File: src/rtl/nco_lut_sequencer_if.sv
// nco_lut_sequencer_if
// Connects the NCO sequencer to the quarter-wave sine table and to the downstream mixer.
//   lut_addr  : table address, driven by the sequencer
//   lut_data  : registered table output, valid one cycle after lut_addr
//   out_sin   : signed 15-bit sine sample
//   out_cos   : signed 15-bit cosine sample
//   out_valid : I/Q pair valid
//   out_ready : downstream accepts the pair
// master = sequencer side, slave = table/mixer side.
interface nco_lut_sequencer_if;
  logic [5:0]  lut_addr;
  logic [13:0] lut_data;
  logic [14:0] out_sin;
  logic [14:0] out_cos;
  logic        out_valid;
  logic        out_ready;

  modport master (
    output lut_addr,
    input  lut_data,
    output out_sin,
    output out_cos,
    output out_valid,
    input  out_ready
  );

  modport slave (
    input  lut_addr,
    output lut_data,
    input  out_sin,
    input  out_cos,
    input  out_valid,
    output out_ready
  );
endinterface

File: src/rtl/nco_lut_sequencer.sv
// nco_lut_sequencer
// Phase accumulator and table sequencer for the NCO. Shares the single read port of a 64-entry,
// 14-bit quarter-wave sine table between a sine and a cosine lookup per sample, folds quadrants,
// applies mirror and sign, and presents a signed I/Q pair on a valid/ready handshake.
// Ports:
//   clock     : rising-edge clock
//   reset     : asynchronous active-high reset
//   en        : run enable; sequencer idles after the current sample when low
//   freq      : phase increment, loaded by freq_wr
//   freq_wr   : loads freq into the frequency register
//   phase_clr : pulse requesting a phase clear (applied in idle or at accept)
//   bus       : nco_lut_sequencer_if.master (table address/data, out_sin/out_cos/valid/ready)
// Build option:
//   NCO_DITHER_EN : adds a 16-bit LFSR whose low bits dither the lookup phase below the table
//                   index; the accumulator itself stays undithered.
module nco_lut_sequencer #(
  parameter int unsigned PHASE_W = 24
) (
  input  logic                clock,
  input  logic                reset,
  input  logic                en,
  input  logic [PHASE_W-1:0]  freq,
  input  logic                freq_wr,
  input  logic                phase_clr,
  nco_lut_sequencer_if.master bus
);

  typedef enum logic [2:0] {StIdle, StSin, StCos, StFin, StHold} state_e;

  state_e             state_q, state_d;
  logic [PHASE_W-1:0] phase_q, phase_d;
  logic [PHASE_W-1:0] freq_q;
  logic               clr_pend_q, clr_pend_d;
  logic [14:0]        sin_val_q, sin_val_d;
  logic [14:0]        out_sin_q, out_sin_d;
  logic [14:0]        out_cos_q, out_cos_d;
  logic               out_valid_q, out_valid_d;
  logic [5:0]         lut_addr;
  logic [7:0]         p_sin, p_cos;
  logic               accept;
  logic               clr_req;

  // Odd quadrants read the table mirrored: 64 - i, which is -i modulo 64 (0 stays 0).
  function automatic logic [5:0] fold_addr(input logic [7:0] p);
    return p[6] ? (6'd0 - p[5:0]) : p[5:0];
  endfunction

  // Odd quadrant with i == 0 lands on the peak, which the table does not hold.
  function automatic logic [14:0] fold_value(input logic [7:0] p, input logic [13:0] data);
    logic [14:0] mag;
    mag = (p[6] && (p[5:0] == 6'd0)) ? 15'h3FFF : {1'b0, data};
    return p[7] ? (15'd0 - mag) : mag;
  endfunction

  assign accept  = (state_q == StHold) && out_valid_q && bus.out_ready;
  assign clr_req = clr_pend_q | phase_clr;

`ifdef NCO_DITHER_EN
  localparam int unsigned DitherW = (PHASE_W - 8 > 16) ? 16 : PHASE_W - 8;

  logic [15:0]        lfsr_q;
  logic [PHASE_W-1:0] lookup_phase;

  // Fibonacci LFSR x^16 + x^14 + x^13 + x^11 + 1, one step per accepted sample.
  always_ff @(posedge clock or posedge reset) begin
    if (reset) begin
      lfsr_q <= 16'hACE1;
    end else if (accept) begin
      lfsr_q <= {lfsr_q[14:0], lfsr_q[15] ^ lfsr_q[13] ^ lfsr_q[12] ^ lfsr_q[10]};
    end
  end

  if (DitherW > 0) begin : g_dither
    assign lookup_phase = phase_q + PHASE_W'(lfsr_q[DitherW-1:0]);
  end else begin : g_no_dither
    assign lookup_phase = phase_q;
  end

  assign p_sin = lookup_phase[PHASE_W-1 -: 8];
`else
  assign p_sin = phase_q[PHASE_W-1 -: 8];
`endif

  assign p_cos = p_sin + 8'd64;

  always_comb begin
    state_d     = state_q;
    phase_d     = phase_q;
    clr_pend_d  = clr_req;
    sin_val_d   = sin_val_q;
    out_sin_d   = out_sin_q;
    out_cos_d   = out_cos_q;
    out_valid_d = out_valid_q;
    lut_addr    = 6'd0;

    unique case (state_q)
      StIdle: begin
        if (clr_req) begin
          phase_d    = '0;
          clr_pend_d = 1'b0;
        end
        if (en) state_d = StSin;
      end
      StSin: begin
        lut_addr = fold_addr(p_sin);
        state_d  = StCos;
      end
      StCos: begin
        // Table data now reflects the sine address issued in StSin.
        lut_addr  = fold_addr(p_cos);
        sin_val_d = fold_value(p_sin, bus.lut_data);
        state_d   = StFin;
      end
      StFin: begin
        out_sin_d   = sin_val_q;
        out_cos_d   = fold_value(p_cos, bus.lut_data);
        out_valid_d = 1'b1;
        state_d     = StHold;
      end
      StHold: begin
        if (accept) begin
          out_valid_d = 1'b0;
          // A pending or same-cycle clear replaces the accumulate.
          if (clr_req) begin
            phase_d    = '0;
            clr_pend_d = 1'b0;
          end else begin
            phase_d = phase_q + freq_q;
          end
          state_d = en ? StSin : StIdle;
        end
      end
      default: state_d = StIdle;
    endcase
  end

  always_ff @(posedge clock or posedge reset) begin
    if (reset) begin
      state_q     <= StIdle;
      phase_q     <= '0;
      freq_q      <= '0;
      clr_pend_q  <= 1'b0;
      sin_val_q   <= '0;
      out_sin_q   <= '0;
      out_cos_q   <= '0;
      out_valid_q <= 1'b0;
    end else begin
      state_q     <= state_d;
      phase_q     <= phase_d;
      clr_pend_q  <= clr_pend_d;
      sin_val_q   <= sin_val_d;
      out_sin_q   <= out_sin_d;
      out_cos_q   <= out_cos_d;
      out_valid_q <= out_valid_d;
      if (freq_wr) freq_q <= freq;
    end
  end

  assign bus.lut_addr  = lut_addr;
  assign bus.out_sin   = out_sin_q;
  assign bus.out_cos   = out_cos_q;
  assign bus.out_valid = out_valid_q;

endmodule

File: src/flat_wrapper.sv
// flat-port wrapper written by rule: the top's interface ports become plain ports
module nco_lut_sequencer_flat 
#(
  parameter int unsigned PHASE_W = 24
)
  (clock, reset, en, freq, freq_wr, phase_clr, bus_lut_addr, bus_lut_data, bus_out_sin, bus_out_cos, bus_out_valid, bus_out_ready);
  nco_lut_sequencer_if bus_i ();
  input  logic clock;
  input  logic reset;
  input  logic en;
  input  logic [PHASE_W-1:0] freq;
  input  logic freq_wr;
  input  logic phase_clr;
  output wire logic [$bits(bus_i.lut_addr)-1:0] bus_lut_addr;
  input wire logic [$bits(bus_i.lut_data)-1:0] bus_lut_data;
  output wire logic [$bits(bus_i.out_sin)-1:0] bus_out_sin;
  output wire logic [$bits(bus_i.out_cos)-1:0] bus_out_cos;
  output wire logic [$bits(bus_i.out_valid)-1:0] bus_out_valid;
  input wire logic [$bits(bus_i.out_ready)-1:0] bus_out_ready;
  assign bus_lut_addr = bus_i.lut_addr;
  assign bus_i.lut_data = bus_lut_data;
  assign bus_out_sin = bus_i.out_sin;
  assign bus_out_cos = bus_i.out_cos;
  assign bus_out_valid = bus_i.out_valid;
  assign bus_i.out_ready = bus_out_ready;
  nco_lut_sequencer #(.PHASE_W(PHASE_W)) u_core (.clock(clock), .reset(reset), .en(en), .freq(freq), .freq_wr(freq_wr), .phase_clr(phase_clr), .bus(bus_i));
endmodule
File: config.mk
export PLATFORM = sky130hd
export DESIGN_NAME = nco_lut_sequencer_flat
export DESIGN_NICKNAME = d
export VERILOG_FILES = /design/src/rtl/nco_lut_sequencer_if.sv /design/src/rtl/nco_lut_sequencer.sv /design/src/flat_wrapper.sv
export SDC_FILE = /design/constraint.sdc
export NUM_CORES = 1
export LEC_CHECK = 0
export ABC_AREA = 1
export BUFFER_PORTS_ARGS = -buffer_cell sky130_fd_sc_hd__buf_2
export CORE_ASPECT_RATIO = 1.25
export CORE_MARGIN = 2
export CORE_UTILIZATION = 51
export CTS_BUF_LIST = sky130_fd_sc_hd__clkbuf_2
export CTS_CLUSTER_DIAMETER = 80
export DETAILED_ROUTE_END_ITERATION = 10
export PLACE_DENSITY_LB_ADDON = 0.12
export SLEW_MARGIN = 10
export SYNTH_ARGS = -nofsm -noshare
export SYNTH_HDL_FRONTEND = slang
export SYNTH_SLANG_ARGS = --single-unit
File: constraint.sdc
create_clock -name clock -period 7.6 [get_ports clock]
set_input_delay 0.76 -clock clock [delete_from_list [all_inputs] [get_ports clock]]
set_output_delay 0.76 -clock clock [all_outputs]
set_load 0.02 [all_outputs]
Yosys cells after proc, flatten, opt, wreduce, memory -nomap -nowiden
Index checks and enable logic that the tools add are counted.
{"block": "totals", "reg_bits": 98, "latchBits": 0, "ram_bits": 0, "romBits": 0, "inputBits": 44, "output_inout_bits": 37, "wordCells": 53, "memories": 0}
{"block": "classes", "n_addsub": 6, "multipliers": 0, "div": 0, "magnitude_cmp": 0, "n_eq_ne": 7, "n_shift": 0, "muxes": 19, "bitwise": 1, "n_reduce_logical": 12}
{"cell": "24-bit 2-to-1 mux", "n": 3}
{"cell": "24-bit one-hot mux with 2 select lines", "n": 1}
{"cell": "15-bit 2-to-1 mux", "n": 2}
{"cell": "1-bit by 15-bit subtractor with 15-bit output (first input constant)", "n": 2}
{"cell": "14-bit 2-to-1 mux", "n": 2}
{"cell": "24-bit adder", "n": 1}
{"cell": "3-bit one-hot mux with 5 select lines", "n": 1}
{"cell": "6-bit logical NOT", "n": 2}
{"cell": "6-bit 2-to-1 mux", "n": 2}
{"cell": "6-bit one-hot mux with 2 select lines", "n": 1}
{"cell": "1-bit by 6-bit subtractor with 6-bit output (first input constant)", "n": 2}
{"cell": "8-bit by 7-bit adder with 8-bit output (second input constant)", "n": 1}
{"cell": "3-bit by 2-bit equality test with 1-bit output (second input constant)", "n": 2}
{"cell": "3-bit 2-to-1 mux", "n": 2}
{"cell": "1-bit logical AND", "n": 4}
{"cell": "2-bit by 1-bit != test with 1-bit output (second input constant)", "n": 2}
{"cell": "1-bit one-hot mux with 2 select lines", "n": 2}
{"cell": "2-bit AND reduction", "n": 2}
{"cell": "2-bit nonzero test", "n": 2}
{"cell": "3-bit by 1-bit equality test with 1-bit output (second input constant)", "n": 1}
{"cell": "3-bit equality test (second input constant)", "n": 1}
{"cell": "3-bit logical NOT", "n": 1}
{"cell": "1-bit 2-to-1 mux", "n": 3}
{"cell": "3-bit AND reduction", "n": 1}
{"cell": "other kinds (2)", "n": 2}

Logic depth before layout (Yosys ltp)
{"block": "depth", "depth_word": 6, "ltp_mapped": 16, "depth_no_buf": 15}

Worst setup path after synthesis
OpenSTA, ideal clock, no wires.
{"block": "synth_path", "path_kind": "register to output", "startpoint": "reg u_core.phase_q[17]", "endpoint": "out bus_lut_addr[2]", "t_arrival_ps": 1482, "required_ps": 6840, "path_slack_ps": 5358, "path_stages_with_launch": 7, "n_path_buf": 0, "cell_sequence": "dfrtp_1 -> inv_1 -> ha_1 -> xor2_1 -> nand2_1 -> o21ai_0 -> o21ai_0"}
{"block": "synth_via", "elab_chain_len": 4, "elab_cells_between_ends": 6, "classes_between": "add/sub: 3; mux: 3"}
{"element": "from (decl)", "line_no": "nco_lut_sequencer.sv:31", "text": "logic [PHASE_W-1:0] phase_q, phase_d;"}
{"element": "from (signal assigned)", "line_no": "nco_lut_sequencer.sv:149", "text": "phase_q <= phase_d;"}
{"element": "8-bit by 7-bit adder with 8-bit output", "line_no": "nco_lut_sequencer.sv:84", "text": "assign p_cos = p_sin + 8'd64;"}
{"element": "1-bit by 6-bit subtractor with 6-bit output", "line_no": "nco_lut_sequencer.sv:45", "text": "return p[6] ? (6'd0 - p[5:0]) : p[5:0];"}
{"element": "6-bit 2-to-1 mux", "line_no": "nco_lut_sequencer.sv:45"}
{"element": "6-bit one-hot mux with 2 select lines *", "line_no": "nco_lut_sequencer.sv:96", "text": "unique case (state_q)"}
{"element": "to (decl)", "line_no": "flat_wrapper.sv:14", "text": "output wire logic [$bits(bus_i.lut_addr)-1:0] bus_lut_addr;"}
Mark *: on every way between the ends. The rest lies on a longest branch, timed or not.

Worst setup path after layout
{"block": "layout_path", "startpoint": "reg u_core.state_q[2]", "endpoint": "out bus_lut_addr[4]"}
{"block": "layout_via", "elab_chain_len": 2, "elab_cells_between_ends": 3, "classes_between": "eq/ne: 2; mux: 1"}
{"element": "from (decl)", "line_no": "nco_lut_sequencer.sv:30", "text": "state_e state_q, state_d;"}
{"element": "from (signal assigned)", "line_no": "nco_lut_sequencer.sv:139", "text": "state_q <= StIdle;"}
{"element": "from (signal assigned)", "line_no": "nco_lut_sequencer.sv:148", "text": "state_q <= state_d;"}
{"element": "3-bit by 2-bit equality test with 1-bit output / 3-bit by 1-bit equality test with 1-bit output (equally long branches)", "line_no": "nco_lut_sequencer.sv:96"}
{"element": "6-bit one-hot mux with 2 select lines *", "line_no": "nco_lut_sequencer.sv:96"}
Marked as above.

==> results.cfg <==
[synthesis]
syn_nets = 860
synth_common_cells = nand2_1 (226), dfrtp_1 (98), inv_1 (64), nor2_1 (64), o21ai_0 (58)
synth_top_family_by_area = simple AND/OR/NAND/NOR gates
netlist_instances = 789
yosys.area_share.simple = 0.2974
yosys.area.top_type = dfrtp_1
avgSynthCellArea_um2 = 7.732
synth_compound_area_frac = 0.1157
async_flop_share = 1.000
yosys_register_bits = 98
yosys.area_share.xor_xnor = 0.02174
synth_fa_ha_area_frac = 0.05660
synth.area.mux_share = 0.04430
synth_seq_area_share = 0.4020
ys_top_cells_by_area = dfrtp_1 (40%), nand2_1 (14%), ha_1 (5.3%), o21ai_0 (4.8%), nand3_1 (4.6%)
yosysUniqueCellTypes = 48
synth_top_area_share = 0.4020
yosysMostFrequentCell = nand2_1
synth_edf_count = 0
yosys_most_used_dff = dfrtp_1
yosysWarnings = 0
synth_area_um2 = 6101

[placement]
port_buffers = 80
hpwl_mm = 11.30
gp_congestion = 0.9389

[finish]
fillers = 1137
nets = 933
drive_above_1_share = 0.1880
syn_to_final_growth_pct = 10.71

[grt]
overflow = 0
grt_pass1_vias = 5573
grt_pass1_wl_mm = 25.21
grt_max_degree = 68
antenna_found_initial = 1
grt_util_all_layers = 0.2453

[sta]
drv_slew = 0
slew-limit-headroom = 0.4165
worst_slew_pin_slew_ps = 875.2
tns_ps = 0
finalHoldViolCount = 0
setup_viol = 0
max_freq_mhz = 279.0
min_period_ps = 3585
clock_skew_ps = 29.43
hold-worst-slack_ps = 53.87
grt_setup_unrepaired = no
finalCritPeriodShare = 0.4717

[worst_hold_path]
hold_path.class = input port to asynchronous set/reset pin

[run_status]
status = finished clean

[drt]
firstDrtPassIters = 5
drt_wl_total_mm = 14.80
avgViaCountPerCell = 5.289
drc = 0
wl_per_cell_um = 14.38
detail-route-antenna-nets = 0
dr.first_iter.drc_count = 248
vias = 5442

[cts]
clk_latency_ps = 630
cts_tree = yes
cts-buffers-inserted = 9
cts-resized-gates = 0
cts_hold_buf = 0
clk_root_buffer_cell = clkbuf_2
clock-sinks = 98
clk_pin_slew_ps = 290
cts_htree_levels = 3
cts_setup_buffers = 0
clock_path_buffers = 2

[critical_path]
crit_path_end_kind = primary output
critPathLaunchType = flip-flop
cp_max_fo = 21
critPathRequiredTime_ps = 6840
regToRegSetupSlack_ps = 4840
crit_type = flip-flop to primary output
cp.arrival_ps = 2820

[floorplan]
die_area_um2 = 12860
die_h_um = 126.3
start_util = 0.5227
coreArea_um2 = 11670
die_w_um = 101.8
ios = 81
rows = 44

[run]
cap_viol_max_count = 0

[power]
total_power_mw = 0.9540
power_switching_share = 0.2800
p_clk_frac = 0.325
internal_power_mw = 0.6869
pwr-share-comb = 0.105
ir_drop_uv = 95.75
p_leak_nw = 3.415
power_frac_seq = 0.571
p_sw_mw = 0.2671
power.density_nw_per_um2 = 141.2
-- critical path, cell delays in order (launching register included) --
cell     delay [ps]
dfrtp_1         510
nor2_1          160
nand2_1         340
inv_1           660
o21ai_0         200
o22ai_1         150
buf_2           190
-- flip-flops by register name, summed over array words and instances, names as in the netlist --
| name | flops |
|---|---|
| u_core.freq_q | 24 |
| u_core.phase_q | 24 |
| u_core.bus.out_cos | 15 |
| u_core.bus.out_sin | 15 |
| u_core.sin_val_q | 15 |
| u_core.state_q | 3 |
| u_core.bus.out_valid | 1 |
| u_core.clr_pend_q | 1 |
-- power by group through the flow --
stage	registers [mW]	logic, mW	clock network, mW
detailed placement	0.554	0.100	0
global route	0.547	0.114	0.332
finish	0.544	0.0999	0.310
floorplan	0.550	0.0702	0
CTS	0.545	0.101	0.315
global placement	0.553	0.0978	0
-- layout by cell type, fill, tap and decap left out, drive strengths merged --
cell type,instances
fa,1
bufinv,2
clkinv,2
clkbuf,9
a21boi,2
o22ai,3
nand4,10
xnor2,3
and2,1
xor2,10
o211ai,2
ha,26
a21oi,42
o21ai,73
nor4,1
mux2,24
o21a,2
diode,1
nand2,236
a21o,3
inv,74
buf,82
nor3,8
or2,6
nand3,61
nand3b,6
nor2,74
dfrtp,98
and3,1
o21bai,3
a221oi,2
-- per-stage QoR --
stage / util / cell area (um2) / setup slack (ps) / cells
finish: 0.5787 / 6754 / 4015 / 1029
global route: 0.5785 / 6751 / 3751 / 1028
CTS: 0.5785 / 6751 / 4010 / 1028
detailed placement: 0.5660 / 6606 / 4722 / 1012
global placement: 0.5660 / 6606 / 4779 / 1012
floorplan: - / 6101 / 4278 / 789
-- final timing paths --
check / from / to / cells after the start
setup reg to reg: u_core.phase_q[22] / u_core.sin_val_q[8] / 15
setup / recovery: u_core.state_q[2] / bus_lut_addr[4] / 6
hold reg to reg: u_core.bus.out_sin[0] / u_core.bus.out_sin[0] / 2
max in group asynchronous: reset / u_core.freq_q[8] / 3
hold / removal: reset / u_core.bus.out_sin[7] / 2
min in group clock: freq[0] / u_core.freq_q[0] / 2
-- layout make-up --
| cell class | count | area (um2) | share of cell area |
|---|---|---|---|
| Sequential cell | 98 | 2452 | 0.3631 |
| Clock inverter | 7 | 100.1 | 0.01482 |
| Antenna cell | 1 | 2.502 | 0.0003705 |
| Timing Repair Buffer | 82 | 415.4 | 0.06150 |
| Clock buffer | 9 | 45.04 | 0.006669 |
| Tap cell | 161 | 201.4 | 0.02983 |
| Inverter | 71 | 269.0 | 0.03983 |
| Multi-Input combinational cell | 600 | 3268 | 0.4839 |
-- logic make-up (layout without fill, tap and decap cells) --
kind of cell	after synthesis	count (layout)
buffers and inverters	91	169
adders and majority gates	27	27
other	0	1
muxes	24	24
AOI/OAI and AO/OA	132	132
DFF	98	98
xor gates and xnor gates	13	13
and+or+nand+nor	404	404
-- per-layer routing --
metal | global-route usage | part of all wire | routed length [um] | up-vias
met3 | 0.02386 | 0.033 | 484 | 33
met1 | 0.2608 | 0.39 | 5751 | 2545
met4 | 0.1035 | 0.030 | 437 | 0
met5 | 0 | 0 | 0 | -
li1 | - | - | - | 2747
met2 | 0.4764 | 0.55 | 8123 | 117
Power figures use the tool's default switching activity.
